==> config.mk <==
export PLATFORM = sky130hd
export DESIGN_NAME = branch_resolution_tracker
export DESIGN_NICKNAME = d
export VERILOG_FILES = /design/src/rtl/branch_resolution_tracker.sv
export SDC_FILE = /design/constraint.sdc
export NUM_CORES = 1
export LEC_CHECK = 0
export BUFFER_PORTS_ARGS = -buffer_cell sky130_fd_sc_hd__buf_2
export CAP_MARGIN = 15
export CORE_UTILIZATION = 35
export CTS_CLUSTER_SIZE = 25
export DETAILED_ROUTE_END_ITERATION = 7
export SYNTH_ARGS = -nofsm -noshare
export SYNTH_HDL_FRONTEND = slang
export SYNTH_SLANG_ARGS = --single-unit
==> constraint.sdc <==
create_clock -name clk -period 12.2 [get_ports clk]
set_input_delay 1.22 -clock clk [delete_from_list [all_inputs] [get_ports clk]]
set_output_delay 1.22 -clock clk [all_outputs]
set_load 0.03 [all_outputs]
==> src/rtl/branch_resolution_tracker.sv <==
// branch_resolution_tracker: in-order queue of fetch-time branch predictions checked against execute outcomes,
// driving predictor training, mispredict redirect and saturating accuracy counters.
package brt_pkg;
  typedef enum logic {not_take = 1'b0, take = 1'b1} prediction_choice;
endpackage

module branch_resolution_tracker
  import brt_pkg::*;
#(
  parameter int DEPTH = 4,
  parameter int CNT_W = 32
) (
  input  logic             clk,
  input  logic             rst,
  input  logic             fetch_valid,
  input  logic [31:0]      fetch_pc,
  input  prediction_choice fetch_pred,
  output logic             full,
  input  logic             resolve_valid,
  input  prediction_choice resolve_taken,
  input  logic [31:0]      resolve_target,
  output logic             update_en,
  output logic [31:0]      update_pc,
  output prediction_choice update_taken,
  output logic             mispredict,
  output logic [31:0]      redirect_pc,
  output logic [CNT_W-1:0] branch_count,
  output logic [CNT_W-1:0] mispredict_count,
  output logic             protocol_err
);
  localparam int AW = $clog2(DEPTH);
  logic [31:0]      mem_pc [DEPTH];
  prediction_choice mem_pred [DEPTH];
  logic [AW-1:0]    wr_ptr, rd_ptr;
  logic [AW:0]      count, count_n;
  logic             empty, deq, wrong, correct, enq, err;
  logic [31:0]      head_pc;
  prediction_choice head_pred;
  always_comb begin
    empty     = count == '0;
    full      = count == (AW+1)'(DEPTH);
    head_pc   = mem_pc[rd_ptr];
    head_pred = mem_pred[rd_ptr];
    deq       = resolve_valid && !empty;
    wrong     = deq && (head_pred != resolve_taken);
    correct   = deq && !wrong;
    enq       = fetch_valid && !wrong && (!full || correct);
    err       = (resolve_valid && empty) || (fetch_valid && full && !correct);
    count_n   = wrong ? '0 : count + (AW+1)'(enq) - (AW+1)'(correct);
  end
  always_ff @(posedge clk)
    if (enq) begin
      mem_pc[wr_ptr]   <= fetch_pc;
      mem_pred[wr_ptr] <= fetch_pred;
    end
  // A mispredict drops every younger entry by snapping the read pointer onto the write pointer.
  always_ff @(posedge clk or posedge rst)
    if (rst) begin
      wr_ptr           <= '0;
      rd_ptr           <= '0;
      count            <= '0;
      update_en        <= 1'b0;
      update_pc        <= '0;
      update_taken     <= not_take;
      mispredict       <= 1'b0;
      redirect_pc      <= '0;
      branch_count     <= '0;
      mispredict_count <= '0;
      protocol_err     <= 1'b0;
    end else begin
      count            <= count_n;
      wr_ptr           <= wr_ptr + AW'(enq);
      rd_ptr           <= wrong ? wr_ptr : rd_ptr + AW'(correct);
      update_en        <= deq;
      update_pc        <= deq ? head_pc : update_pc;
      update_taken     <= deq ? resolve_taken : update_taken;
      mispredict       <= wrong;
      redirect_pc      <= wrong ? (resolve_taken == take ? resolve_target : head_pc + 32'd4) : redirect_pc;
      branch_count     <= branch_count + CNT_W'(deq && !(&branch_count));
      mispredict_count <= mispredict_count + CNT_W'(wrong && !(&mispredict_count));
      protocol_err     <= protocol_err | err;
    end
endmodule

# Yosys cells after proc, flatten, opt, wreduce, memory -nomap -nowiden
# Memories as Yosys holds them, arrays and structs flattened.
# Index checks and enable logic that the tools add are counted.
# W data, S select, Z words.
# classes
addsub,7
n_eq_ne,2
n_mux,5
n_bitwise,1
n_reduce_logical,21
# op_table
operator,n
$add A32 B1 Y32,2
$reduce_and A32 Y1,2
$add A32 B3 Y32 const B,1
$mux W32,1
$logic_and A1 B1 Y1,10
$logic_not A1 Y1,6
$add A2 B1 Y2,2
$add A3 B1 Y3,1
$eq A3 B3 Y1 const B,1
$logic_not A3 Y1,1
$mux W3,1
$sub A3 B1 Y3,1
$logic_or A1 B1 Y1,2
$mux W1,2
$mux W2,1
$ne A1 B1 Y1,1
$or A1 B1 Y1,1
# totals
reg_bits,139
ramBits,132
in_bits,70
output_inout_bits,133
mem_count,2
# memory_table
memory,words,width,rd,rd_ports_with_merged_regs,wr,line,source
mem_pc,4,32,1,0,1,32,logic [31:0] mem_pc [DEPTH];
mem_pred,4,1,1,0,1,33,prediction_choice mem_pred [DEPTH];

# Depth between registers and ports, before layout
# Gate-level depths: netlist of run 1.
# logic_depth
ltp_word,11
mapped_depth,16
depth_no_buf,13

# Worst setup path before layout of run 1
# Ideal clock, no wire load.
# synth_timing
path_type,in2reg
from,input resolve_valid
to,memory mem_pc[1][0] (enable)
setup_time_ns,0.471
arrival_ns,4.403
required_time_ns,11.729
slack_ns,7.326
cell_stages,6
n_path_buf,1
path_cell_list,nand2b_1 > clkbuf_1 > inv_2 > nand2_1 > nand2b_1 > nor3b_1
# synth_between
elab_chain_len,8
elab_cells_between_ends,9
cone_classes,mux (2); reduce/logical (7)
# synth_rtl
element,line,source
"start, declared",19,"input logic resolve_valid,"
$logic_and A1 B1 Y1 (*),44,deq = resolve_valid && !empty;
$logic_and A1 B1 Y1,45,wrong = deq && (head_pred != resolve_taken);
$logic_not A1 Y1,"46, 47",
$logic_and A1 B1 Y1,46,correct = deq && !wrong;
$logic_or A1 B1 Y1,47,enq = fetch_valid && !wrong && (!full || correct);
$logic_and A1 B1 Y1 (*),47,
$mux W1 (*),52,if (enq) begin
$mux W1 (not written as such) (*),53,mem_pc[wr_ptr] <= fetch_pc;
"end, declared",32,
# Every way passes the cells marked *; elsewhere a longest branch is shown, timed or not.

# Worst setup path in the final report of run 1
# layout_timing
from,input resolve_taken
to,register mispredict_count[28]
# layout_between
elab_chain_len,4
# layout_rtl
element,line,source
"start, declared",20,"input prediction_choice resolve_taken,"
$ne A1 B1 Y1,45,
$logic_and A1 B1 Y1,45,
$logic_and A1 B1 Y1,80,mispredict_count <= mispredict_count + CNT_W'(wrong && !(&mispredict_count));
$add A32 B1 Y32,80,
"end signal, assigned",80,
"end, declared",28,"output logic [CNT_W-1:0] mispredict_count,"
# Every way passes these cells.
# A chain may end at the register's enable or synchronous reset.

==> flow_summary.rst, run 1 <==
.. list-table::
   :header-rows: 1

   * - Metric
     - Value
   * - Least-Margin Pin Slew
     - 946 ps
   * - Beginning of the worst hold path
     - update_pc[2]
   * - Clock transition time at the flip-flop clock pins of the worst setup and hold paths
     - 60 ps
   * - Worst Path Max Fanout
     - 40
   * - I/O pin count
     - 203
   * - Share of async-settable or async-resettable flops after synthesis
     - 0.513
   * - Commonest cells after routing, fill and taps aside
     - 202 x sky130_fd_sc_hd__buf_2, 145 x sky130_fd_sc_hd__nand2_1, 138 x sky130_fd_sc_hd__dfrtp_1
   * - Clock buffers created by TritonCTS
     - 28
   * - Max-cap check violation count
     - 0
   * - Portion of total power attributed to combinational logic
     - 0.355
   * - Final Skew
     - 6.86 ps
   * - Final instance count without filler cells
     - 1473
   * - Antenna diode count
     - 0
   * - Peak supply drop
     - 0.000187 V
   * - Sw frac
     - 0.380
   * - Max-slew violation total from the final report
     - 0
   * - Post-Syn Area per Cell
     - 13.4 sq um
   * - Floorplan die height
     - 182 um
   * - Layout overhead on the synthesized area
     - 21.3%
   * - Count of flip-flops with a built-in enable after synthesis
     - 132
   * - Status
     - complete, no violations
   * - Maximum number of pins on one net before global-route repair
     - 75
   * - Clk Latency, worst-skew pair
     - 540 ps
   * - Number of standard-cell rows in the floorplan
     - 65
   * - Setup slack after layout
     - 7310 ps
   * - Number of endpoints with negative hold slack in the final report
     - 0
   * - Data arrival time at the worst-slack endpoint
     - 5340 ps
   * - Layout Nets
     - 1130
   * - RSZ-0062 raised after global routing
     - no
   * - Clock power share
     - 0.262
   * - Initial core utilization
     - 0.357
   * - Count of state elements after synthesis
     - 271
   * - Final weighted congestion in routability-driven placement
     - 0.797
   * - Cell count after placement
     - 1421
   * - Vias in the first global route
     - 7519
   * - Core region area
     - 31700 sq um
   * - Critical path launch point type
     - input pin
   * - Crit. End Element
     - flop
   * - Detailed placement HPWL
     - 20.1 mm
   * - Reported leakage power
     - 5.89 nW
   * - Starting DRT DRC Count
     - 436
   * - Design internal power
     - 2.13 mW
   * - Quantity of gates resized following cts
     - 0
   * - Post-synthesis instance total
     - 843
   * - Grt total ovfl
     - 0
   * - Post-placement worst setup slack
     - 6690 ps
   * - X dimension of the die
     - 182 um
   * - Total net switching power
     - 1.31 mW
   * - Bufs on Longest Clock Path
     - 3
   * - Synth Warn #
     - 0
   * - Commonest non-fill, non-tap cell in the layout
     - sky130_fd_sc_hd__buf_2
   * - Antenna-violating nets left
     - 0
   * - Number of antenna violations at the first check in global routing
     - 4
   * - Total routing usage reported by global routing
     - 0.180
   * - Leading register cell type out of synthesis
     - sky130_fd_sc_hd__dfrtp_1
   * - CTS H-tree depth
     - 1
   * - Number of I/O port buffers
     - 202
   * - CTS tree
     - built
   * - Post-synth design cell area
     - 11300 sq um
   * - Syn Nets
     - 923
   * - Via count
     - 7394
   * - Sequential area share after synthesis
     - 0.657
   * - Buffer count from post-CTS setup fixing
     - 0
   * - Detailed-routing iteration count for the pre-antenna-repair pass
     - 5
   * - Final setup TNS
     - 0 ps
   * - Worst rel slew slack
     - 0.369
   * - Hold bufs inserted after CTS
     - 0
   * - Detailed-route wire length per cell
     - 19.9 um
   * - Achievable Freq
     - 205 MHz
   * - Endpoints failing setup
     - 0
   * - Share of post-route cells with drive strength above 1
     - 0.292
   * - Floorplan die area
     - 33100 sq um
   * - Launch point of the critical path
     - resolve_taken
   * - Remaining DRCs
     - 0
   * - Critical Setup Path Class
     - input pin to flop
   * - Minimum hold slack
     - 468 ps
   * - First-pass GRT wire length
     - 45.2 mm
   * - Number of distinct library cells after synthesis
     - 50
   * - Required time at the worst-slack endpoint
     - 12660 ps
   * - Start of the worst register-to-register path
     - count[1]
   * - Via-to-Cell Ratio
     - 5.02
   * - Cell at the root of the clock tree
     - sky130_fd_sc_hd__clkbuf_16
   * - Number of sinks on the clock net
     - 271
   * - Relative contribution of sequential cells to total power
     - 0.383
   * - PD cells
     - 250 nW/um^2
   * - Crit path time final
     - 4890 ps
   * - Final Cycle Share
     - 0.400
   * - Wirelength, routed
     - 29.3 mm
   * - Class of the most critical hold timing path
     - flop to flop
==> per-layer routing <==
metal  part of all wire  track usage  vias up
li1                   -            -     3441
met2               0.47        0.295      260
met4              0.015       0.0312        8
met5             0.0023            0        -
met1               0.44        0.247     3643
met3              0.075       0.0385       42
==> sequential cells by signal, summed over array words and instances (netlist names), 2 cells and up <==
register / cells
count: 3
redirect_pc: 32
wr_ptr: 2
update_pc: 32
branch_count: 32
mispredict_count: 32
mem_pred: 4
mem_pc: 128
rd_ptr: 2
==> cell usage after synthesis, types with 9 or more instances <==
library cell	instances	area (sq um)
sky130_fd_sc_hd__o22ai_1	9	56.3
sky130_fd_sc_hd__inv_1	11	41.3
sky130_fd_sc_hd__a21oi_1	25	125
sky130_fd_sc_hd__and3_1	19	119
sky130_fd_sc_hd__clkbuf_1	14	52.6
sky130_fd_sc_hd__buf_2	10	50.1
sky130_fd_sc_hd__o21ai_1	19	95.1
sky130_fd_sc_hd__nand3_1	43	215
sky130_fd_sc_hd__nor2_1	49	184
sky130_fd_sc_hd__nand2_1	145	544
sky130_fd_sc_hd__xnor2_1	51	447
sky130_fd_sc_hd__mux4_2	33	743
sky130_fd_sc_hd__xor2_1	39	342
sky130_fd_sc_hd__and4_1	10	87.6
sky130_fd_sc_hd__ha_1	9	113
sky130_fd_sc_hd__edfxtp_1	132	3960
sky130_fd_sc_hd__nand4_1	23	144
sky130_fd_sc_hd__dfrtp_1	139	3480
==> path summary, 6_finish.rpt <==
| path | to | slack [ps] | depth (start not counted) |
|---|---|---|---|
| worst min register to register | update_pc[2] | 470 | 2 |
| worst max-delay path | mispredict_count[28] | 7310 | 13 |
| min in group asynchronous | mispredict_count[11] | 780 | 2 |
| max in group asynchronous | rd_ptr[0] | 10000 | 3 |
| worst min-delay path | update_pc[2] | 470 | 2 |
| worst max register to register | mispredict_count[28] | 7470 | 13 |
==> area by class of cell <==
| class | count | area (sq um) |
|---|---|---|
| repair buffers | 211 | 1080 |
| flip-flops and latches | 271 | 7440 |
| clock inverters | 11 | 116 |
| clock buffers | 40 | 880 |
| well taps | 402 | 503 |
| multi-input cells | 524 | 3650 |
| fillers | 2956 | 18000 |
| inverters | 14 | 57.6 |
==> worst max-delay path, cell delays in order <==
cell	delay, ps
sky130_fd_sc_hd__buf_2	550
sky130_fd_sc_hd__inv_1	460
sky130_fd_sc_hd__xnor2_2	390
sky130_fd_sc_hd__nand2_1	130
sky130_fd_sc_hd__inv_2	560
sky130_fd_sc_hd__o31a_1	240
sky130_fd_sc_hd__ha_1	300
sky130_fd_sc_hd__ha_1	340
sky130_fd_sc_hd__inv_1	80
sky130_fd_sc_hd__nor4_2	510
sky130_fd_sc_hd__nand2_1	190
sky130_fd_sc_hd__nor3_1	220
sky130_fd_sc_hd__xnor2_1	140
==> cell families after synthesis <==
| logic type | synth area share |
|---|---|
| and+or+nand+nor | 0.136 |
| DFF | 0.657 |
| muxes | 0.0665 |
| adders and majority gates | 0.0117 |
| buffers and inverters | 0.0221 |
| xor gates and xnor gates | 0.0711 |
| AOI/OAI and AO/OA | 0.0350 |
==> stage by stage <==
stage               utilization  total power [mW]  cell area [sq um]
floorplan                     -              2.18              11300
global placement          0.401              2.55              12700
detailed placement        0.401              2.57              12700
CTS                       0.433              3.48              13700
global route              0.433              3.62              13700
finish                    0.433              3.44              13700
==> power by group through the flow <==
stage | clock (mW) | combinational (mW) | sequential [mW]
after global placement | 0 | 1.22 | 1.33
final | 0.901 | 1.22 | 1.32
after detailed placement | 0 | 1.24 | 1.33
after floorplan | 0 | 0.627 | 1.56
after global routing | 0.953 | 1.33 | 1.34
after CTS | 0.917 | 1.24 | 1.32
Power figures use the tool's default switching activity.
==> run 2: changes to the inputs <==
- clock period: 12.2 -> 4.2 ns (I/O delays scaled with it)
==> flow_summary.rst, run 2 (synthesis results as in run 1) <==
.. list-table::
   :header-rows: 1

   * - Metric
     - Value
   * - I/O pin count
     - 203 (unchanged)
   * - Sw frac
     - 0.377 (-0.00249)
   * - Clock transition time at the flip-flop clock pins of the worst setup and hold paths
     - 60 ps (about the same)
   * - Launch point of the critical path
     - rd_ptr[0]
   * - Flip-flop count of the largest register, all copies and words added
     - 128 (unchanged)
   * - Register ranked first by flip-flop count
     - mem_pc
   * - Final design instance area without fill
     - 13800 sq um (+0.81%)
   * - Count of buffering cells on the critical path with inverters included
     - 2 (-2)
   * - Total net switching power
     - 3.82 mW (+190%)
   * - Relative contribution of sequential cells to total power
     - 0.377 (-0.006)
   * - First-pass GRT wire length
     - 45.1 mm (-0.17%)
   * - Clk Latency, worst-skew pair
     - 560 ps (+20 ps)
   * - Class of the most critical hold timing path
     - input pin to async pin
   * - Reported leakage power
     - 5.93 nW (+0.68%)
   * - Commonest cells after routing, fill and taps aside
     - 202 x sky130_fd_sc_hd__buf_2, 145 x sky130_fd_sc_hd__nand2_1, 138 x sky130_fd_sc_hd__dfrtp_1
   * - Data arrival time at the worst-slack endpoint
     - 4000 ps (-1340 ps)
   * - Worst setup slack for register-to-register paths
     - 670 ps (-6800 ps)
   * - Endpoints failing setup
     - 0 (unchanged)
   * - Worst setup endpoint
     - mispredict_count[28]
   * - Vias in the first global route
     - 7498 (-0.28%)
   * - Design internal power
     - 6.30 mW (+200%)
   * - Remaining DRCs
     - 0 (unchanged)
   * - Detailed-routing iteration count for the pre-antenna-repair pass
     - 4 (-1)
   * - Achievable Freq
     - 283 MHz
   * - Via count
     - 7492 (+1.3%)
   * - Final weighted congestion in routability-driven placement
     - 0.820 (+2.8%)
   * - Total of fill cells in the finished design
     - 2959 (+0.10%)
   * - Status
     - complete, no violations
   * - Cell at the root of the clock tree
     - sky130_fd_sc_hd__clkbuf_16
   * - Total routing usage reported by global routing
     - 0.179 (-0.000665)
   * - Required time at the worst-slack endpoint
     - 4670 ps (-7990 ps)
   * - Worst Path Max Fanout
     - 7 (-83%)
   * - Via-to-Cell Ratio
     - 5.05 (+0.51%)
   * - Floorplan die area
     - 33100 sq um (unchanged)
   * - Quantity of gates resized following cts
     - 0 (unchanged)
   * - Max-slew violation total from the final report
     - 0 (unchanged)
   * - Commonest non-fill, non-tap cell in the layout
     - sky130_fd_sc_hd__buf_2
   * - Critical path launch point type
     - flop
   * - FF-to-FF path depth
     - 12 (-1)
   * - Destination of the worst register-to-register timing path
     - mispredict_count[28]
   * - Worst rel slew slack
     - 0.368 (-0.00104)
   * - Largest stage delay on the critical path
     - 560 ps (about the same)
   * - Layout Nets
     - 1137 (+0.62%)
   * - CTS tree
     - built
   * - Final Skew
     - 19.4 ps (+12.5 ps)
   * - Crit. End Element
     - flop
   * - Number of antenna violations at the first check in global routing
     - 10 (+6)
   * - Detailed placement HPWL
     - 20.1 mm (+0.14%)
   * - Wirelength, routed
     - 29.5 mm (+0.70%)
   * - Kind of cell adding the most delay to the critical path
     - simple AND/OR/NAND/NOR gates
   * - Grt total ovfl
     - 0 (unchanged)
   * - Initial core utilization
     - 0.357 (unchanged)
   * - Clock buffers created by TritonCTS
     - 31 (+11%)
   * - Buffer count from post-CTS setup fixing
     - 0 (unchanged)
   * - X dimension of the die
     - 182 um (unchanged)
   * - Layout overhead on the synthesized area
     - 22.3%
   * - Max-cap check violation count
     - 0 (unchanged)
   * - Crit path time final
     - 3530 ps
   * - Core region area
     - 31700 sq um (unchanged)
   * - Maximum number of pins on one net before global-route repair
     - 89 (+19%)
   * - Number of endpoints with negative hold slack in the final report
     - 0 (unchanged)
   * - Number of sinks on the clock net
     - 271 (unchanged)
   * - CTS H-tree depth
     - 1 (unchanged)
   * - Floorplan die height
     - 182 um (unchanged)
   * - Post-place instance area
     - 12800 sq um (+0.59%)
   * - PD cells
     - 731 nW/um^2 (+190%)
   * - Final standard cell utilization of the core
     - 0.436 (+0.00351)
   * - Number of I/O port buffers
     - 202 (unchanged)
   * - Hold bufs inserted after CTS
     - 0 (unchanged)
   * - Final Cycle Share
     - 0.841
   * - RSZ-0062 raised after global routing
     - no
   * - Number of standard-cell rows in the floorplan
     - 65 (unchanged)
   * - Detailed-route wire length per cell
     - 19.8 um (-0.12%)
   * - Bufs on Longest Clock Path
     - 3 (unchanged)
   * - Start of the worst register-to-register path
     - rd_ptr[0]
   * - Total number of cells along the worst setup path
     - 12 (-1)
   * - Clock power share
     - 0.269 (+0.007)
   * - Antenna-violating nets left
     - 0 (unchanged)
   * - Final setup TNS
     - 0 ps (unchanged)
   * - Peak supply drop
     - 0.000360 V (+92%)
   * - Share of post-route cells with drive strength above 1
     - 0.291 (-0.000853)
   * - Starting DRT DRC Count
     - 403 (-7.6%)
   * - Slowest cell on crit path
     - sky130_fd_sc_hd__nor4_2
   * - Critical Setup Path Class
     - flop to flop
   * - Portion of total power attributed to combinational logic
     - 0.354 (about the same)
   * - Minimum hold slack
     - 37.2 ps (-430 ps)
   * - Critical path cell sequence
     - mux4_2, xnor2_2, nand2_1, inv_2, o31a_1, ha_1, ha_1, inv_1, nor4_2, nand2_1, nor3_1, xnor2_1
   * - Least-Margin Pin Slew
     - 948 ps (+1.56 ps)
==> run 2: changes by cell type in the layout (fill, tap and decap cells not counted), moves of 2 or more <==
cell / change
sky130_fd_sc_hd__buf_12: +2
sky130_fd_sc_hd__inv_6: +2
sky130_fd_sc_hd__clkbuf_8: -4
sky130_fd_sc_hd__clkbuf_1: +7
sky130_fd_sc_hd__bufinv_16: +2
sky130_fd_sc_hd__buf_4: +3
sky130_fd_sc_hd__clkinv_2: -2
sky130_fd_sc_hd__diode_2: +2
==> run 2: per-layer routing <==
metal,part of all wire,vias up,GRT usage
li1,-,3465,-
met1,0.44,3701,0.239
met2,0.46,253,0.290
met3,0.079,57,0.0479
met4,0.021,16,0.0431
met5,0.0038,-,0
==> run 2: cell type report <==
| type | count | area (sq um) | area share |
|---|---|---|---|
| sequential | 271 | 7440 | 0.538 |
| multi-input combinational | 524 | 3660 | 0.264 |
| timing repair buffer | 215 | 1130 | 0.0819 |
| clock buffer | 43 | 851 | 0.0615 |
| tap | 402 | 503 | 0.0363 |
| clock inverter | 14 | 188 | 0.0136 |
| inverter | 14 | 57.6 | 0.00416 |
| antenna | 2 | 5.00 | 0.000362 |
==> run 2: power by group through the flow <==
stage | Combinational [mW] | Clock, mW | Sequential, mW
2_1_floorplan | 1.82 | 0 | 4.52
3_3_place_gp | 3.59 | 0 | 3.84
3_5_place_dp | 3.64 | 0 | 3.85
4_1_cts | 3.64 | 2.78 | 3.81
5_1_grt | 3.90 | 2.88 | 3.88
6_report | 3.58 | 2.73 | 3.81
==> run 2: worst min path at each step <==
stage / cells past startpoint / startpoint / to / slack [ps]
2_1_floorplan: 0 / fetch_pc[0] / mem_pc[0][0] / 520
3_3_place_gp: 2 / update_pc[7] / update_pc[7] / 450
3_5_place_dp: 2 / update_pc[22] / update_pc[22] / 460
4_1_cts: 1 / fetch_pc[13] / mem_pc[1][13] / 60
5_1_grt: 1 / fetch_pc[13] / mem_pc[1][13] / 60
6_report: 2 / rst / mispredict_count[4] / 40
==> run 2: metrics by stage <==
step | setup WS [ps] | total power [mW] | instances
floorplan | 55.5 | 6.35 | 843
global placement | 803 | 7.43 | 1426
CTS | 693 | 10.2 | 1483
global route | 469 | 10.7 | 1484
finish | 669 | 10.1 | 1485
detailed placement | 735 | 7.49 | 1426
==> run 3: changes to the inputs <==
- clock period: 4.2 -> 3.68 ns (I/O delays scaled with it)
==> flow_summary.rst, run 3 (synthesis results as in run 1) <==
.. list-table::
   :header-rows: 1

   * - Metric
     - Value
   * - Status
     - complete, no violations
   * - Relative contribution of sequential cells to total power
     - 0.374 (-0.003)
   * - Floorplan die area
     - 33100 sq um (unchanged)
   * - Final design instance area without fill
     - 13900 sq um (+0.69%)
   * - Sw frac
     - 0.374 (-0.00341)
   * - Final instance count without filler cells
     - 1491 (+0.40%)
   * - Number of sinks on the clock net
     - 271 (unchanged)
   * - Max-slew violation total from the final report
     - 0 (unchanged)
   * - Layout overhead on the synthesized area
     - 23.1%
   * - Vias in the first global route
     - 7641 (+1.9%)
   * - Endpoints failing setup
     - 0 (unchanged)
   * - Slowest cell on crit path
     - sky130_fd_sc_hd__mux4_2
   * - Clock transition time at the flip-flop clock pins of the worst setup and hold paths
     - 60 ps (about the same)
   * - Final setup TNS
     - 0 ps (unchanged)
   * - Destination of the worst register-to-register timing path
     - count[2]
   * - Clk Latency, worst-skew pair
     - 550 ps (about the same)
   * - Crit. End Element
     - flop
   * - CTS H-tree depth
     - 1 (unchanged)
   * - Clock buffers created by TritonCTS
     - 30 (-3.2%)
   * - I/O pin count
     - 203 (unchanged)
   * - Number of antenna violations at the first check in global routing
     - 10 (unchanged)
   * - Critical path launch point type
     - flop
   * - Total routing usage reported by global routing
     - 0.180 (+0.00150)
   * - Commonest non-fill, non-tap cell in the layout
     - sky130_fd_sc_hd__buf_2
   * - Floorplan die height
     - 182 um (unchanged)
   * - Bufs on Longest Clock Path
     - 3 (unchanged)
   * - X dimension of the die
     - 182 um (unchanged)
   * - Commonest cells after routing, fill and taps aside
     - 202 x sky130_fd_sc_hd__buf_2, 145 x sky130_fd_sc_hd__nand2_1, 138 x sky130_fd_sc_hd__dfrtp_1
   * - Grt total ovfl
     - 0 (unchanged)
   * - Critical path cell sequence
     - mux4_2, xnor2_2, nand2_1, buf_4, nand2b_1, ha_1, inv_1, ha_1, inv_1, fa_1, xor2_1, xnor2_1, nor2_1
   * - Achievable Freq
     - 303 MHz (+7.2%)
   * - Required time at the worst-slack endpoint
     - 4090 ps (-580 ps)
   * - Detailed-route wire length per cell
     - 19.6 um (-1.4%)
   * - Class of the most critical hold timing path
     - input pin to flop
   * - Worst rel slew slack
     - 0.535 (+0.167)
   * - CTS tree
     - built
   * - Detailed-routing iteration count for the pre-antenna-repair pass
     - 4 (unchanged)
   * - Remaining DRCs
     - 0 (unchanged)
   * - Clock power share
     - 0.270 (about the same)
   * - Hold Path Cell Cnt
     - 1
   * - Max-cap check violation count
     - 0 (unchanged)
   * - RSZ-0062 raised after global routing
     - no
   * - Detailed placement HPWL
     - 20.0 mm (-0.53%)
   * - Design internal power
     - 7.27 mW (+15%)
   * - Critical Setup Path Class
     - flop to flop
   * - Cell at the root of the clock tree
     - sky130_fd_sc_hd__clkbuf_16
   * - Starting DRT DRC Count
     - 409 (+1.5%)
   * - Post-place instance area
     - 12800 sq um (+0.38%)
   * - Cell count after placement
     - 1431 (+0.35%)
   * - Share of post-route cells with drive strength above 1
     - 0.298 (+0.00695)
   * - Layout Nets
     - 1142 (+0.44%)
   * - Data arrival time at the worst-slack endpoint
     - 3710 ps (-290 ps)
   * - Least-Margin Pin Slew
     - 698 ps (-250 ps)
   * - Via-to-Cell Ratio
     - 5.04 (about the same)
   * - Peak supply drop
     - 0.000409 V (+14%)
   * - Antenna-violating nets left
     - 0 (unchanged)
   * - Register ranked first by flip-flop count
     - mem_pc
   * - Worst setup slack for register-to-register paths
     - 380 ps (-280 ps)
   * - Final Cycle Share
     - 0.896 (+0.0547)
   * - First-pass GRT wire length
     - 45.7 mm (+1.3%)
   * - Wirelength, routed
     - 29.2 mm (-0.99%)
   * - Total of fill cells in the finished design
     - 2994 (+1.2%)
   * - Beginning of the worst hold path
     - fetch_pc[20]
   * - Largest stage delay on the critical path
     - 520 ps (-40 ps)
   * - Number of I/O port buffers
     - 202 (unchanged)
   * - Final weighted congestion in routability-driven placement
     - 0.809 (-1.4%)
   * - PD cells
     - 833 nW/um^2 (+14%)
   * - Total net switching power
     - 4.34 mW (+14%)
   * - Number of standard-cell rows in the floorplan
     - 65 (unchanged)
   * - Hold worst-path end
     - mem_pc[1][20]
   * - Initial core utilization
     - 0.357 (unchanged)
   * - Maximum number of pins on one net before global-route repair
     - 113 (+27%)
   * - Via count
     - 7520 (+0.37%)
   * - Core region area
     - 31700 sq um (unchanged)
   * - Flip-flop count of the largest register, all copies and words added
     - 128 (unchanged)
   * - Crit path time final
     - 3300 ps (-236 ps)
   * - Portion of total power attributed to combinational logic
     - 0.356 (+0.002)
   * - Number of endpoints with negative hold slack in the final report
     - 0 (unchanged)
   * - Worst Path Max Fanout
     - 19 (+12)
   * - FF-to-FF path depth
     - 13 (+1)
   * - Final Skew
     - 9.90 ps (-9.46 ps)
   * - Start of the worst register-to-register path
     - rd_ptr[0]
   * - Minimum hold slack
     - 30.9 ps (-6.28 ps)
   * - Reported leakage power
     - 5.99 nW (+1.2%)
==> run 3: cell count changes in the layout (fill, tap and decap cells not counted), sizes merged <==
cell	previous run	this run
diode	2	3
dlygate4sd3	0	1
clkbuf	43	42
inv	16	13
clkinvlp	3	4
buf	215	220
clkinv	5	7
==> run 3: cell type report <==
type                            count  area (sq um)  area share
Inverter                           14          56.3     0.00404
Clock buffer                       42           887      0.0637
Sequential cell                   271          7440       0.534
Tap cell                          402           503      0.0361
Multi-Input combinational cell    524          3670       0.263
Timing Repair Buffer              221          1190      0.0856
Antenna cell                        3          7.51    0.000539
Clock inverter                     14           176      0.0127
==> run 3: repair_timing <==
item                       in CTS  in global routing
resized for setup               0                  1
hold endpoints to repair       27                  0
hold buffers                    1                  0
buffers inserted                0                  0
setup endpoints to repair       0                  1
==> run 3: routing by layer <==
layer	vias up	share of wire	GRT usage
li1	3474	-	-
met1	3733	0.44	0.243
met2	254	0.46	0.291
met3	45	0.076	0.0473
met4	14	0.021	0.0410
met5	-	0.0030	0
==> run 3: critical path, delay by kind of cell (launching register included) <==
kind          cells  cell delay, ps
flops             1             370
mux               1             520
fa+ha+maj         3             790
xor+xnor          3             620
simple gates      3             510
buf+inv           3             340
==> run 3: worst max-delay path by stage <==
stage                     cells after the start            start              endpoint  slack [ps]
after floorplan                              16        rd_ptr[0]  mispredict_count[28]         130
after global placement                       12  branch_count[9]      branch_count[31]         450
after detailed placement                     12        rd_ptr[0]  mispredict_count[28]         410
after CTS                                    12        rd_ptr[0]  mispredict_count[28]         390
after global routing                         14         count[1]              count[2]         120
final                                        13        rd_ptr[0]              count[2]         380
==> run 3: metrics by stage <==
step                      worst slack, ps   util  power (mW)
final                                 384  0.439        11.6
after global routing                  122  0.439        12.3
after CTS                             390  0.439        11.8
after detailed placement              413  0.405        8.58
after global placement                454  0.405        8.54
after floorplan                       135      -        7.24
==> run 3: power groups by stage <==
stage               Combinational [mW]  Sequential [mW]  Clock, mW
floorplan                         2.08             5.16          0
global placement                  4.16             4.38          0
detailed placement                4.18             4.39          0
CTS                               4.21             4.34       3.22
global route                      4.53             4.43       3.33
finish                            4.13             4.34       3.14
